## src/rtl/coherence_bus_ctrl_if.sv

```systemverilog
// ---------------------------------------------------------------------------
// coherence_bus_ctrl_if
// Bundles the per-core cache handshakes, snoop signals and RAM port of the
// coherence bus controller. Per-core signals are flattened vectors indexed
// by core number (core k occupies bits [k*WORD_W +: WORD_W] of wide buses).
//
// Modports:
//   slave  - the bus controller (takes requests, drives waits/snoops/RAM)
//   master - the caches plus RAM model (drive requests, snoop replies, RAM)
// ---------------------------------------------------------------------------
interface coherence_bus_ctrl_if #(
  parameter int NUM_CORES = 2,
  parameter int WORD_W    = 32
);
  // Instruction fetch side
  logic [NUM_CORES-1:0]        iREN;
  logic [NUM_CORES*WORD_W-1:0] iaddr;
  logic [NUM_CORES-1:0]        iwait;
  logic [WORD_W-1:0]           iload;
  // Data side
  logic [NUM_CORES-1:0]        dREN;
  logic [NUM_CORES-1:0]        dWEN;
  logic [NUM_CORES*WORD_W-1:0] daddr;
  logic [NUM_CORES*WORD_W-1:0] dstore;
  logic [NUM_CORES-1:0]        dwait;
  logic [WORD_W-1:0]           dload;
  // Coherence (snoop) side
  logic [NUM_CORES-1:0]        ccwrite;
  logic [NUM_CORES-1:0]        cctrans;
  logic [NUM_CORES-1:0]        ccdirty;
  logic [NUM_CORES-1:0]        ccwait;
  logic [NUM_CORES-1:0]        ccinv;
  logic [WORD_W-1:0]           ccsnoopaddr;
  // Single-ported RAM
  logic                        ramREN;
  logic                        ramWEN;
  logic [WORD_W-1:0]           ramaddr;
  logic [WORD_W-1:0]           ramstore;
  logic [WORD_W-1:0]           ramload;
  logic                        ram_ready;

  modport slave (
    input  iREN, iaddr, dREN, dWEN, daddr, dstore, ccwrite, cctrans, ccdirty,
           ramload, ram_ready,
    output iwait, iload, dwait, dload, ccwait, ccinv, ccsnoopaddr,
           ramREN, ramWEN, ramaddr, ramstore
  );

  modport master (
    output iREN, iaddr, dREN, dWEN, daddr, dstore, ccwrite, cctrans, ccdirty,
           ramload, ram_ready,
    input  iwait, iload, dwait, dload, ccwait, ccinv, ccsnoopaddr,
           ramREN, ramWEN, ramaddr, ramstore
  );
endinterface

```

## src/rtl/coherence_bus_ctrl.sv

```systemverilog
// ---------------------------------------------------------------------------
// coherence_bus_ctrl
// MSI snooping bus controller for NUM_CORES cores sharing one single-ported
// RAM. Arbitrates instruction fetches, dirty-block writebacks and coherent
// read misses (round-robin, data before instruction), moves two-word blocks,
// and forwards dirty blocks cache-to-cache while updating RAM in parallel.
//
// Ports:
//   CLK   - clock, rising edge
//   nRST  - asynchronous active-low reset
//   bus   - coherence_bus_ctrl_if.slave (cache, snoop and RAM signals)
//   snoop_cnt, c2c_cnt, inv_cnt - 32-bit event counters, present only when
//                                 COHERENCE_PERF_EN is defined
//
// Optional build macro: COHERENCE_PERF_EN (performance counters).
// ---------------------------------------------------------------------------
module coherence_bus_ctrl #(
  parameter int NUM_CORES = 2,
  parameter int WORD_W    = 32
) (
  input  logic                   CLK,
  input  logic                   nRST,
  coherence_bus_ctrl_if.slave    bus
`ifdef COHERENCE_PERF_EN
  ,
  output logic [31:0]            snoop_cnt,
  output logic [31:0]            c2c_cnt,
  output logic [31:0]            inv_cnt
`endif
);

  localparam int IDX_W = (NUM_CORES > 1) ? $clog2(NUM_CORES) : 1;

  localparam logic [3:0] IDLE   = 4'd0;
  localparam logic [3:0] IFETCH = 4'd1;
  localparam logic [3:0] WB1    = 4'd2;
  localparam logic [3:0] WB2    = 4'd3;
  localparam logic [3:0] SNOOP  = 4'd4;
  localparam logic [3:0] C2C1   = 4'd5;
  localparam logic [3:0] C2C2   = 4'd6;
  localparam logic [3:0] MLD1   = 4'd7;
  localparam logic [3:0] MLD2   = 4'd8;

  logic [3:0]           state_r, state_nxt_s;
  logic [IDX_W-1:0]     owner_r, owner_nxt_s;
  logic [IDX_W-1:0]     supplier_r, supplier_nxt_s;
  logic [IDX_W-1:0]     dptr_r, dptr_nxt_s;
  logic [IDX_W-1:0]     iptr_r, iptr_nxt_s;
  logic [IDX_W-1:0]     pick_s;

  logic [NUM_CORES-1:0] owner_mask_s, supplier_mask_s;
  logic [NUM_CORES-1:0] dreq_s, dirty_s;
  logic                 all_trans_s;

  logic [NUM_CORES-1:0] iwait_s, dwait_s, ccwait_s, ccinv_s;
  logic [WORD_W-1:0]    iload_s, dload_s, snoopaddr_s, ramaddr_s, ramstore_s;
  logic                 ram_ren_s, ram_wen_s;

  // First requester at or after ptr, wrapping modulo NUM_CORES.
  function automatic logic [IDX_W-1:0] rr_pick(input logic [NUM_CORES-1:0] req,
                                               input logic [IDX_W-1:0] ptr);
    logic [IDX_W-1:0] pick;
    logic             found;
    int               idx;
    pick  = '0;
    found = 1'b0;
    for (int i = 0; i < NUM_CORES; i++) begin
      idx = int'(ptr) + i;
      if (idx >= NUM_CORES) idx = idx - NUM_CORES;
      if (!found && req[idx]) begin
        pick  = IDX_W'(idx);
        found = 1'b1;
      end
    end
    return pick;
  endfunction

  // Lowest set index; the scan runs downward so the last hit wins.
  function automatic logic [IDX_W-1:0] lowest_set(input logic [NUM_CORES-1:0] v);
    logic [IDX_W-1:0] pick;
    pick = '0;
    for (int i = NUM_CORES - 1; i >= 0; i--) begin
      if (v[i]) pick = IDX_W'(i);
    end
    return pick;
  endfunction

  function automatic logic [IDX_W-1:0] next_ptr(input logic [IDX_W-1:0] k);
    return (int'(k) == NUM_CORES - 1) ? '0 : k + IDX_W'(1);
  endfunction

  function automatic logic [WORD_W-1:0] word_of(input logic [NUM_CORES*WORD_W-1:0] v,
                                                input logic [IDX_W-1:0] k);
    return v[int'(k)*WORD_W +: WORD_W];
  endfunction

  // One-hot masks of the current owner and supplier, plus snoop summaries.
  always_comb begin
    owner_mask_s              = '0;
    owner_mask_s[owner_r]     = 1'b1;
    supplier_mask_s           = '0;
    supplier_mask_s[supplier_r] = 1'b1;
    dreq_s      = bus.dREN | bus.dWEN;
    // The owner is never snooped, so it counts as already answered.
    all_trans_s = &(bus.cctrans | owner_mask_s);
    dirty_s     = bus.ccdirty & ~owner_mask_s;
  end

  // Next-state, grant and round-robin pointer logic.
  always_comb begin
    state_nxt_s    = state_r;
    owner_nxt_s    = owner_r;
    supplier_nxt_s = supplier_r;
    dptr_nxt_s     = dptr_r;
    iptr_nxt_s     = iptr_r;
    pick_s         = '0;
    case (state_r)
      IDLE: begin
        if (|dreq_s) begin
          pick_s      = rr_pick(dreq_s, dptr_r);
          owner_nxt_s = pick_s;
          dptr_nxt_s  = next_ptr(pick_s);
          // A writeback frees a dirty line, so it beats a read from the same core.
          state_nxt_s = bus.dWEN[pick_s] ? WB1 : SNOOP;
        end else if (|bus.iREN) begin
          pick_s      = rr_pick(bus.iREN, iptr_r);
          owner_nxt_s = pick_s;
          iptr_nxt_s  = next_ptr(pick_s);
          state_nxt_s = IFETCH;
        end else begin
          state_nxt_s = IDLE;
        end
      end
      IFETCH: state_nxt_s = bus.ram_ready ? IDLE : IFETCH;
      WB1:    state_nxt_s = bus.ram_ready ? WB2  : WB1;
      WB2:    state_nxt_s = bus.ram_ready ? IDLE : WB2;
      SNOOP: begin
        if (all_trans_s) begin
          if (|dirty_s) begin
            supplier_nxt_s = lowest_set(dirty_s);
            state_nxt_s    = C2C1;
          end else begin
            state_nxt_s    = MLD1;
          end
        end else begin
          state_nxt_s = SNOOP;
        end
      end
      C2C1:   state_nxt_s = bus.ram_ready ? C2C2 : C2C1;
      C2C2:   state_nxt_s = bus.ram_ready ? IDLE : C2C2;
      MLD1:   state_nxt_s = bus.ram_ready ? MLD2 : MLD1;
      MLD2:   state_nxt_s = bus.ram_ready ? IDLE : MLD2;
      default: state_nxt_s = IDLE;
    endcase
  end

  // State, owner, supplier and pointer registers.
  always_ff @(posedge CLK or negedge nRST) begin
    if (!nRST) begin
      state_r    <= IDLE;
      owner_r    <= '0;
      supplier_r <= '0;
      dptr_r     <= '0;
      iptr_r     <= '0;
    end else begin
      state_r    <= state_nxt_s;
      owner_r    <= owner_nxt_s;
      supplier_r <= supplier_nxt_s;
      dptr_r     <= dptr_nxt_s;
      iptr_r     <= iptr_nxt_s;
    end
  end

  // Bus outputs as a function of state, registered owner/supplier and inputs.
  always_comb begin
    iwait_s     = '1;
    dwait_s     = '1;
    iload_s     = '0;
    dload_s     = '0;
    ccwait_s    = '0;
    ccinv_s     = '0;
    snoopaddr_s = '0;
    ram_ren_s   = 1'b0;
    ram_wen_s   = 1'b0;
    ramaddr_s   = '0;
    ramstore_s  = '0;
    case (state_r)
      IFETCH: begin
        ram_ren_s = 1'b1;
        ramaddr_s = word_of(bus.iaddr, owner_r);
        iload_s   = bus.ramload;
        iwait_s   = bus.ram_ready ? ~owner_mask_s : '1;
      end
      WB1, WB2: begin
        ram_wen_s  = 1'b1;
        ramaddr_s  = word_of(bus.daddr, owner_r);
        ramstore_s = word_of(bus.dstore, owner_r);
        dwait_s    = bus.ram_ready ? ~owner_mask_s : '1;
      end
      SNOOP: begin
        ccwait_s    = ~owner_mask_s;
        ccinv_s     = bus.ccwrite[owner_r] ? ~owner_mask_s : '0;
        snoopaddr_s = word_of(bus.daddr, owner_r);
      end
      C2C1, C2C2: begin
        // Supplier's word goes to the requester and to RAM in the same cycle.
        ccwait_s   = supplier_mask_s;
        dload_s    = word_of(bus.dstore, supplier_r);
        ram_wen_s  = 1'b1;
        ramaddr_s  = word_of(bus.daddr, supplier_r);
        ramstore_s = word_of(bus.dstore, supplier_r);
        dwait_s    = bus.ram_ready ? ~(owner_mask_s | supplier_mask_s) : '1;
      end
      MLD1, MLD2: begin
        ram_ren_s = 1'b1;
        ramaddr_s = word_of(bus.daddr, owner_r);
        dload_s   = bus.ramload;
        dwait_s   = bus.ram_ready ? ~owner_mask_s : '1;
      end
      default: begin
        iwait_s = '1;
      end
    endcase
  end

  assign bus.iwait       = iwait_s;
  assign bus.dwait       = dwait_s;
  assign bus.iload       = iload_s;
  assign bus.dload       = dload_s;
  assign bus.ccwait      = ccwait_s;
  assign bus.ccinv       = ccinv_s;
  assign bus.ccsnoopaddr = snoopaddr_s;
  assign bus.ramREN      = ram_ren_s;
  assign bus.ramWEN      = ram_wen_s;
  assign bus.ramaddr     = ramaddr_s;
  assign bus.ramstore    = ramstore_s;

`ifdef COHERENCE_PERF_EN
  // Event counters: snoop completions, cache-to-cache blocks, invalidating snoops.
  always_ff @(posedge CLK or negedge nRST) begin
    if (!nRST) begin
      snoop_cnt <= 32'd0;
      c2c_cnt   <= 32'd0;
      inv_cnt   <= 32'd0;
    end else begin
      if (state_r == SNOOP && all_trans_s) begin
        snoop_cnt <= snoop_cnt + 32'd1;
        if (|ccinv_s) inv_cnt <= inv_cnt + 32'd1;
        else          inv_cnt <= inv_cnt;
      end else begin
        snoop_cnt <= snoop_cnt;
        inv_cnt   <= inv_cnt;
      end
      if (state_r == C2C2 && bus.ram_ready) c2c_cnt <= c2c_cnt + 32'd1;
      else                                  c2c_cnt <= c2c_cnt;
    end
  end
`endif

endmodule

```

## src/flat_wrapper.sv

```systemverilog
// flat-port wrapper written by rule: the top's interface ports become plain ports
module coherence_bus_ctrl_flat 
#(
  parameter int NUM_CORES = 2,
  parameter int WORD_W    = 32
)
  (CLK, nRST, bus_iREN, bus_iaddr, bus_dREN, bus_dWEN, bus_daddr, bus_dstore, bus_ccwrite, bus_cctrans, bus_ccdirty, bus_ramload, bus_ram_ready, bus_iwait, bus_iload, bus_dwait, bus_dload, bus_ccwait, bus_ccinv, bus_ccsnoopaddr, bus_ramREN, bus_ramWEN, bus_ramaddr, bus_ramstore);
  coherence_bus_ctrl_if #(.NUM_CORES(NUM_CORES), .WORD_W(WORD_W)) bus_i ();
  input  logic CLK;
  input  logic nRST;
  input wire logic [$bits(bus_i.iREN)-1:0] bus_iREN;
  input wire logic [$bits(bus_i.iaddr)-1:0] bus_iaddr;
  input wire logic [$bits(bus_i.dREN)-1:0] bus_dREN;
  input wire logic [$bits(bus_i.dWEN)-1:0] bus_dWEN;
  input wire logic [$bits(bus_i.daddr)-1:0] bus_daddr;
  input wire logic [$bits(bus_i.dstore)-1:0] bus_dstore;
  input wire logic [$bits(bus_i.ccwrite)-1:0] bus_ccwrite;
  input wire logic [$bits(bus_i.cctrans)-1:0] bus_cctrans;
  input wire logic [$bits(bus_i.ccdirty)-1:0] bus_ccdirty;
  input wire logic [$bits(bus_i.ramload)-1:0] bus_ramload;
  input wire logic [$bits(bus_i.ram_ready)-1:0] bus_ram_ready;
  output wire logic [$bits(bus_i.iwait)-1:0] bus_iwait;
  output wire logic [$bits(bus_i.iload)-1:0] bus_iload;
  output wire logic [$bits(bus_i.dwait)-1:0] bus_dwait;
  output wire logic [$bits(bus_i.dload)-1:0] bus_dload;
  output wire logic [$bits(bus_i.ccwait)-1:0] bus_ccwait;
  output wire logic [$bits(bus_i.ccinv)-1:0] bus_ccinv;
  output wire logic [$bits(bus_i.ccsnoopaddr)-1:0] bus_ccsnoopaddr;
  output wire logic [$bits(bus_i.ramREN)-1:0] bus_ramREN;
  output wire logic [$bits(bus_i.ramWEN)-1:0] bus_ramWEN;
  output wire logic [$bits(bus_i.ramaddr)-1:0] bus_ramaddr;
  output wire logic [$bits(bus_i.ramstore)-1:0] bus_ramstore;
  assign bus_i.iREN = bus_iREN;
  assign bus_i.iaddr = bus_iaddr;
  assign bus_i.dREN = bus_dREN;
  assign bus_i.dWEN = bus_dWEN;
  assign bus_i.daddr = bus_daddr;
  assign bus_i.dstore = bus_dstore;
  assign bus_i.ccwrite = bus_ccwrite;
  assign bus_i.cctrans = bus_cctrans;
  assign bus_i.ccdirty = bus_ccdirty;
  assign bus_i.ramload = bus_ramload;
  assign bus_i.ram_ready = bus_ram_ready;
  assign bus_iwait = bus_i.iwait;
  assign bus_iload = bus_i.iload;
  assign bus_dwait = bus_i.dwait;
  assign bus_dload = bus_i.dload;
  assign bus_ccwait = bus_i.ccwait;
  assign bus_ccinv = bus_i.ccinv;
  assign bus_ccsnoopaddr = bus_i.ccsnoopaddr;
  assign bus_ramREN = bus_i.ramREN;
  assign bus_ramWEN = bus_i.ramWEN;
  assign bus_ramaddr = bus_i.ramaddr;
  assign bus_ramstore = bus_i.ramstore;
  coherence_bus_ctrl #(.NUM_CORES(NUM_CORES), .WORD_W(WORD_W)) u_core (.CLK(CLK), .nRST(nRST), .bus(bus_i));
endmodule
```

## config.mk

```make
export PLATFORM = sky130hd
export DESIGN_NAME = coherence_bus_ctrl_flat
export DESIGN_NICKNAME = d
export VERILOG_FILES = /design/src/rtl/coherence_bus_ctrl_if.sv /design/src/rtl/coherence_bus_ctrl.sv /design/src/flat_wrapper.sv
export SDC_FILE = /design/constraint.sdc
export NUM_CORES = 1
export LEC_CHECK = 0
export ABC_AREA = 1
export CORE_AREA = 4 4 157 159
export CTS_BUF_LIST = sky130_fd_sc_hd__clkbuf_4
export CTS_CLUSTER_DIAMETER = 50
export CTS_CLUSTER_SIZE = 40
export DETAILED_ROUTE_END_ITERATION = 8
export DIE_AREA = 0 0 161 163
export GPL_ROUTABILITY_DRIVEN = 0
export PLACE_DENSITY_LB_ADDON = 0.15
export SLEW_MARGIN = 20
export SYNTH_ARGS = -nofsm -noshare
export SYNTH_HDL_FRONTEND = slang
export SYNTH_SLANG_ARGS = --single-unit
```

## constraint.sdc

```tcl
create_clock -name CLK -period 1.6 [get_ports CLK]
set_clock_uncertainty 0.05 [all_clocks]
set_input_delay 0.24 -clock CLK [delete_from_list [all_inputs] [get_ports CLK]]
set_output_delay 0.24 -clock CLK [all_outputs]
set_load 0.005 [all_outputs]
```

==> flow_summary_export.csv, run 1 <==
group,metric,value,unit
status,status,"finished with violations",
status,violations,"negative setup slack",
clock_tree,cts_inserted_buffers,3,
place,numPortBuffers,408,
final_layout,syn2layout_area_growth,171,%
global_route,grt_pass1_wl,41.8,mm
route,ant_nets,0,
final_layout,antennaDiodeCount,0,
clock_tree,clkLatencyLatePin,270,ps
synth,postSynthRegisterBits,8,
synth,syn-num-nets,1194,
clock_tree,cts.sinks,8,
final_layout,design_area,11300,sq um
die,initial_core_util,18.0,%
setup_path,worst-path-max-fanout,8,
die,die_x,161,um
synth,avgSynthCellArea,4.38,sq um
sta,tightest_slew,409,ps
global_route,use_met3,3.32,%
power_and_ir_drop,ir_drop,0.639,mV
route,wl_per_cell,17.8,um
final_layout,final_util,48.7,%
synth,postSynthCellCount,955,
die,core_area,23300,sq um
global_route,grt.busiest_layer,"met2",
setup_path,r2r_cells,7,
global_route,grt_max_degree,63,
clock_tree,root_buffer,"clkbuf_4",
route,first_pass_iters,6,
clock_tree,path_clk_slew,60,ps
sta,hold_viol,0,
synth,ys_seq_area_share,4.78,%
die,io_pins,409,
die,die_area,26200,sq um
final_layout,num-fill-cells,2409,
global_route,track_usage,19.8,%
power_and_ir_drop,power.density,1630,nW/um^2
sta,fin_crit_sh,139,%
setup_path,cp-end-kind,"primary output",
sta,fin_tns_setup,-85020,ps
sta,slew_violations,0,
sta,rsz0062_at_grt,"yes",
die,row_count,56,
sta,period_minus_slack,2220,ps
flow_run,maxCapViolations,0,
power_and_ir_drop,power,18400,uW
setup_path,r2r_setup_slack,-240,ps
final_layout,drive_gt1_share,38.2,%
synth,yosysUniqueCellTypes,24,
power_and_ir_drop,p_leak,0.00613,uW
setup_path,worst-setup-path-type,"reg -> out",
global_route,grt_pass1_vias,7472,
global_route,grt_overflow_total,0,
clock_tree,htree_levels,1,
sta,setup_viol,173,
sta,setup_ws,-622,ps
synth,synth_area_leader_cell,"nand2_1",
setup_path,start_kind,"flip-flop",
synth,synthesis.area,4190,sq um
global_route,groute.layer.met1.usage,23.6,%
sta,slew_headroom,72.4,%
synth,netlist.area_leader.share,30.1,%
place,hpwl,21.9,mm
worst_hold_path,min_path_type,"in -> async",
setup_path,cp_data_required_time,1310,ps
route,vias,8064,
final_layout,nets,1732,
synth,yosysWarningCount,0,
global_route,grt_util_met2,37.1,%
sta,max_freq,0.450,GHz
route,drt-initial-drc-count,411,
setup_path,crit_arrival,1930,ps
global_route,antenna_found_initial,0,
route,via_per_inst,4.46,
place,place_area,9250,sq um
synth,yosys-top-cells-area,"nand2_1 (30%), nor2_1 (21%), o21ai_0 (12%)",
die,die_h,163,um
clock_tree,ctsHoldBuffers,0,
clock_tree,cts_buffer_depth,2,
route,drt-total-wl,32.2,mm
clock_tree,cts_tree,"yes",
route,drc,0,
[power breakdown]
part | internal [uW] | switching (uW)
Combinational | 8880 | 8940
Clock | 86.9 | 84.5
Sequential | 313 | 112
[layout make-up]
class	count	area, sq um	area share (%)
multi-input combinational	772	4460	39.4
sequential	8	211	1.87
inverter	116	445	3.93
timing repair buffer	592	5780	51.1
tap	319	399	3.52
clock buffer	3	22.5	0.199
[layout by cell type, fill, tap and decap left out, types with 2 or more instances in the layout]
master,synthesis,final
nand2_1,336,266
clkdlybuf4s50_1,0,239
nor2_1,235,193
inv_1,109,108
buf_2,26,98
buf_4,2,97
buf_6,4,59
o21ai_0,97,48
o21ai_2,0,43
nand2_4,0,39
nand2_2,0,30
nor2_4,1,30
buf_12,0,29
nand3_2,1,23
clkbuf_2,0,22
nand3_1,44,18
dlymetal6s2s_1,0,18
o21ai_1,13,17
nor2_2,3,16
o31ai_2,0,13
clkbuf_16,0,13
o31ai_4,0,10
o31ai_1,32,9
buf_8,0,7
inv_2,6,6
clkdlybuf4s15_2,0,6
and2_4,1,5
nand3_4,0,4
clkbuf_4,0,4
dfrtp_1,8,3
dfrtp_2,0,3
o21ai_4,0,2
buf_16,0,2
dfrtp_4,0,2
[cells by family after synthesis]
| logic type | count (synthesis) | synth area share (%) |
|---|---|---|
| AO/OA/AOI/OAI | 143 | 19.0 |
| buffers and inverters | 179 | 17.7 |
| flip-flops | 8 | 4.78 |
| AND/OR/NAND/NOR | 625 | 58.5 |
[metal layers]
| metal | part of all wire, % | wire (um) |
|---|---|---|
| met3 | 5.3 | 1710 |
| met4 | 2.8 | 889 |
| met1 | 41 | 13200 |
| met5 | 0 | 0 |
| met2 | 51 | 16500 |
[flip-flops by register name, summed over array words and instances (netlist names)]
| register | cells |
|---|---|
| u_core.state_r | 4 |
| u_core.dptr_r | 1 |
| u_core.iptr_r | 1 |
| u_core.owner_r | 1 |
| u_core.supplier_r | 1 |
[synth_stat cells (all sizes together)]
| cell | number |
|---|---|
| nand2 | 336 |
| nor2 | 239 |
| inv | 115 |
| o21ai | 110 |
| nand3 | 45 |
| buf | 37 |
| o31ai | 32 |
| clkbuf | 26 |
| dfrtp | 8 |
| a21oi | 1 |
| and2 | 1 |
| clkinv | 1 |
| nand3b | 1 |
| nand4 | 1 |
| nor3 | 1 |
| or2 | 1 |
[worst max-delay path: stages (launching register included)]
cell       delay, ps
dfrtp_2          440
buf_12           140
nor2_4           130
inv_2             60
nor3_4           290
inv_2             90
buf_6            150
clkbuf_16        160
nor2_2            80
buf_2            110
[path summary, 6_finish.rpt]
path                                                       to                        start
worst min register to register      u_core.iptr_r$_DFFE_PN0P_    u_core.iptr_r$_DFFE_PN0P_
min in group CLK                    u_core.iptr_r$_DFFE_PN0P_    u_core.iptr_r$_DFFE_PN0P_
max in group asynchronous       u_core.supplier_r$_DFFE_PN0P_                         nRST
worst min-delay path               u_core.owner_r$_DFFE_PN0P_                         nRST
worst max-delay path                            bus_iload[16]  u_core.state_r[3]$_DFF_PN0_
worst max register to register  u_core.supplier_r$_DFFE_PN0P_   u_core.owner_r$_DFFE_PN0P_
[timing repair]
| action | in CTS | in global routing |
|---|---|---|
| setup endpoints to repair | 173 | 173 |
| buffers inserted | 16 | 68 |
| endpoints found under the hold margin | 0 | 0 |
| gates resized for setup | 299 | 670 |
| pin swaps | 5 | 49 |
| gates cloned | 7 | 17 |
[stage by stage]
step | setup WS (ps) | hold WS [ps] | instances
after floorplan | 37.5 | -106 | 955
after global routing | -709 | 249 | 1810
final | -622 | 218 | 1810
after global placement | -707 | 415 | 1704
after detailed placement | -688 | 412 | 1704
after CTS | -791 | 234 | 1730
Power figures use the tool's default switching activity.
==> run 2, diff against run 1 <==
- ABC_AREA: 1 -> default
- CORE_AREA: 4 4 157 159 -> 4 4 156 158
- DIE_AREA: 0 0 161 163 -> 0 0 160 162
- MAX_ROUTING_LAYER: default -> met4
- TNS_END_PERCENT: default -> 100
==> flow_summary_export.csv, run 2 <==
group,metric,value,unit
status,status,"finished with violations",
status,violations,"negative setup slack",
final_layout,final_cell_mix,"clkdlybuf4s50_1 (238), buf_2 (102), buf_4 (90)",
sta,period_minus_slack,2390,ps
setup_path,start_kind,"flip-flop",
clock_tree,path_clk_slew,60,ps
setup_path,critical_path_cell_count,9,
synth,yosysMostFrequentCell,"mux2i_1",
setup_path,cp_top_family,"buffers and inverters",
synth,netlist.area_leader.share,26.8,%
route,vias,6122,
global_route,grt_overflow_total,0,
flow_run,maxCapViolations,0,
place,numPortBuffers,408,
synth,syn-num-nets,729,
route,first_pass_iters,4,
global_route,grt_pass1_vias,6450,
clock_tree,cts_tree,"yes",
route,wl_per_cell,21.4,um
synth,synth_top_flop_cell,"dfrtp_1",
route,drt-total-wl,28.3,mm
die,die_x,160,um
die,io_pins,409,
die,die_h,162,um
setup_path,crit_arrival,2100,ps
power_and_ir_drop,ir_drop,0.728,mV
synth,postSynthCellCount,490,
clock_tree,ctsHoldBuffers,0,
place,dp.cells,1229,
setup_path,r2r_cells,6,
sta,fin_crit_sh,149,%
setup_path,r2r-end,"u_core.supplier_r$_DFFE_PN0P_",
final_layout,fin_cells,1322,
sta,holdWs,217,ps
sta,setup_ws,-785,ps
final_layout,layout_commonest_cell,"clkdlybuf4s50_1",
sta,setup_viol,176,
synth,synthXorXnorAreaFrac,0.483,%
setup_path,path_cells,"nor4b_4 > buf_4 > a31oi_4 > clkbuf_16 > buf_8 > buf_16 > buf_6 > o221ai_2 > buf_2",
final_layout,nets,1268,
clock_tree,clkLatencyLatePin,270,ps
synth,yosysWarningCount,0,
setup_path,r2r_setup_slack,-310,ps
setup_path,slowest_delay,460,ps
synth,synth_top_family_by_area,"multiplexers",
sta,tightest_slew,459,ps
sta,rsz0062_at_grt,"yes",
setup_path,crit_buf_inv,6,
synth,avgSynthCellArea,7.40,sq um
sta,fin_tns_setup,-100810,ps
setup_path,worst-path-max-fanout,7,
final_layout,design_area,10100,sq um
clock_tree,cts_inserted_buffers,3,
setup_path,critical_path.endpoint,"bus_ramaddr[21]",
global_route,track_usage,20.2,%
sta,hold_viol,0,
route,drt-initial-drc-count,170,
die,initial_core_util,15.7,%
power_and_ir_drop,p_leak,0.00447,uW
die,die_area,25900,sq um
synth,synth-adder-area-share,0,%
clock_tree,htree_levels,1,
synth,ys_seq_area_share,5.52,%
synth,yosys-top-cells-area,"mux2i_1 (27%), mux2_2 (10%), a22o_1 (7.7%)",
sta,max_freq,0.419,GHz
clock_tree,cts_buffer_depth,2,
synth,synth_area_leader_cell,"mux2i_1",
sta,slew_violations,0,
final_layout,drive_gt1_share,53.9,%
setup_path,crit_slowest_cell,"dfrtp_2",
power_and_ir_drop,power.density,1460,nW/um^2
worst_hold_path,min_path_type,"in -> async",
synth,yosysUniqueCellTypes,47,
setup_path,cp-end-kind,"primary output",
global_route,antenna_found_initial,4,
final_layout,syn2layout_area_growth,179,%
die,row_count,56,
clock_tree,cts.sinks,8,
final_layout,regMostFlops,"u_core.state_r",
synth,synth_edf_count,0,
synth,async_flop_share,100,%
sta,slew_headroom,68.5,%
global_route,grt_max_degree,33,
route,via_per_inst,4.63,
route,drc,0,
route,ant_nets,0,
die,core_area,23100,sq um
synth,postSynthRegisterBits,8,
setup_path,cp_data_required_time,1310,ps
final_layout,final_util,43.7,%
synth,synthSimpleGateAreaFrac,23.5,%
synth,yosys-top-cells-count,"mux2i_1 (97), nand2_1 (72), nor2_1 (39), o21ai_0 (36), mux2_2 (33)",
clock_tree,root_buffer,"clkbuf_4",
place,hpwl,19.7,mm
place,place_area,8850,sq um
synth,synth_compound_area_share,26.2,%
synth,synth_mux_area_share,37.0,%
synth,synthesis.area,3630,sq um
setup_path,timing.rr.start,"u_core.state_r[0]$_DFF_PN0_",
global_route,grt_pass1_wl,39.5,mm
setup_path,worst-setup-path-type,"reg -> out",
setup_path,cp-startpoint,"u_core.state_r[0]$_DFF_PN0_",
final_layout,largest_reg_flops,4,
## run 2: worst min-delay path by stage
stage / startpoint / cells after the start / end
after floorplan: nRST / 0 / u_core.dptr_r$_DFFE_PN0P_
after global placement: u_core.iptr_r$_DFFE_PN0P_ / 1 / u_core.iptr_r$_DFFE_PN0P_
after detailed placement: u_core.iptr_r$_DFFE_PN0P_ / 1 / u_core.iptr_r$_DFFE_PN0P_
after CTS: nRST / 1 / u_core.iptr_r$_DFFE_PN0P_
after global routing: nRST / 1 / u_core.iptr_r$_DFFE_PN0P_
final: nRST / 1 / u_core.iptr_r$_DFFE_PN0P_
## run 2: cell type report
type / count / area, sq um
clock buffers: 4 / 30.0
inverters: 5 / 18.8
flip-flops and latches: 8 / 213
fillers: 2345 / 13000
repair buffers: 584 / 5510
diodes: 4 / 10.0
well taps: 290 / 363
multi-input cells: 427 / 3960
## run 2: routing by layer
metal	routed length, um	global-route usage [%]	up-vias
met1	10400	20.7	2884
li1	-	-	2926
met2	15200	37.9	280
met3	2030	5.63	32
met5	0	-	-
met4	697	4.93	0
## run 2: cell families (layout without fill, tap and decap cells)
| family | count (synthesis) | after routing |
|---|---|---|
| multiplexers | 130 | 130 |
| AND/OR/NAND/NOR | 169 | 169 |
| XOR/XNOR | 2 | 2 |
| other | 0 | 4 |
| buffers and inverters | 55 | 593 |
| flip-flops | 8 | 8 |
| AO/OA/AOI/OAI | 126 | 126 |
## run 2: repair_timing
item                                    in CTS  in global routing
gates cloned                                14                  6
setup buffers                               47                 37
endpoints found under the setup margin     175                177
gates resized for setup                    501                385
pin swaps                                   25                 64
endpoints found under the hold margin        0                  0
## run 2: through the flow
stage,power (uW),setup WS (ps)
after global routing,15800,-887
after detailed placement,12100,-811
final,14800,-785
after floorplan,5480,-81.1
after CTS,14000,-911
after global placement,12200,-791
## run 2: power by group
| part | internal (uW) | leakage, uW | switching (uW) |
|---|---|---|---|
| clock network | 113 | 0.0000184 | 79.5 |
| logic | 7800 | 0.00436 | 6360 |
| registers | 305 | 0.0000924 | 142 |
| total | 8220 | 0.00447 | 6580 |
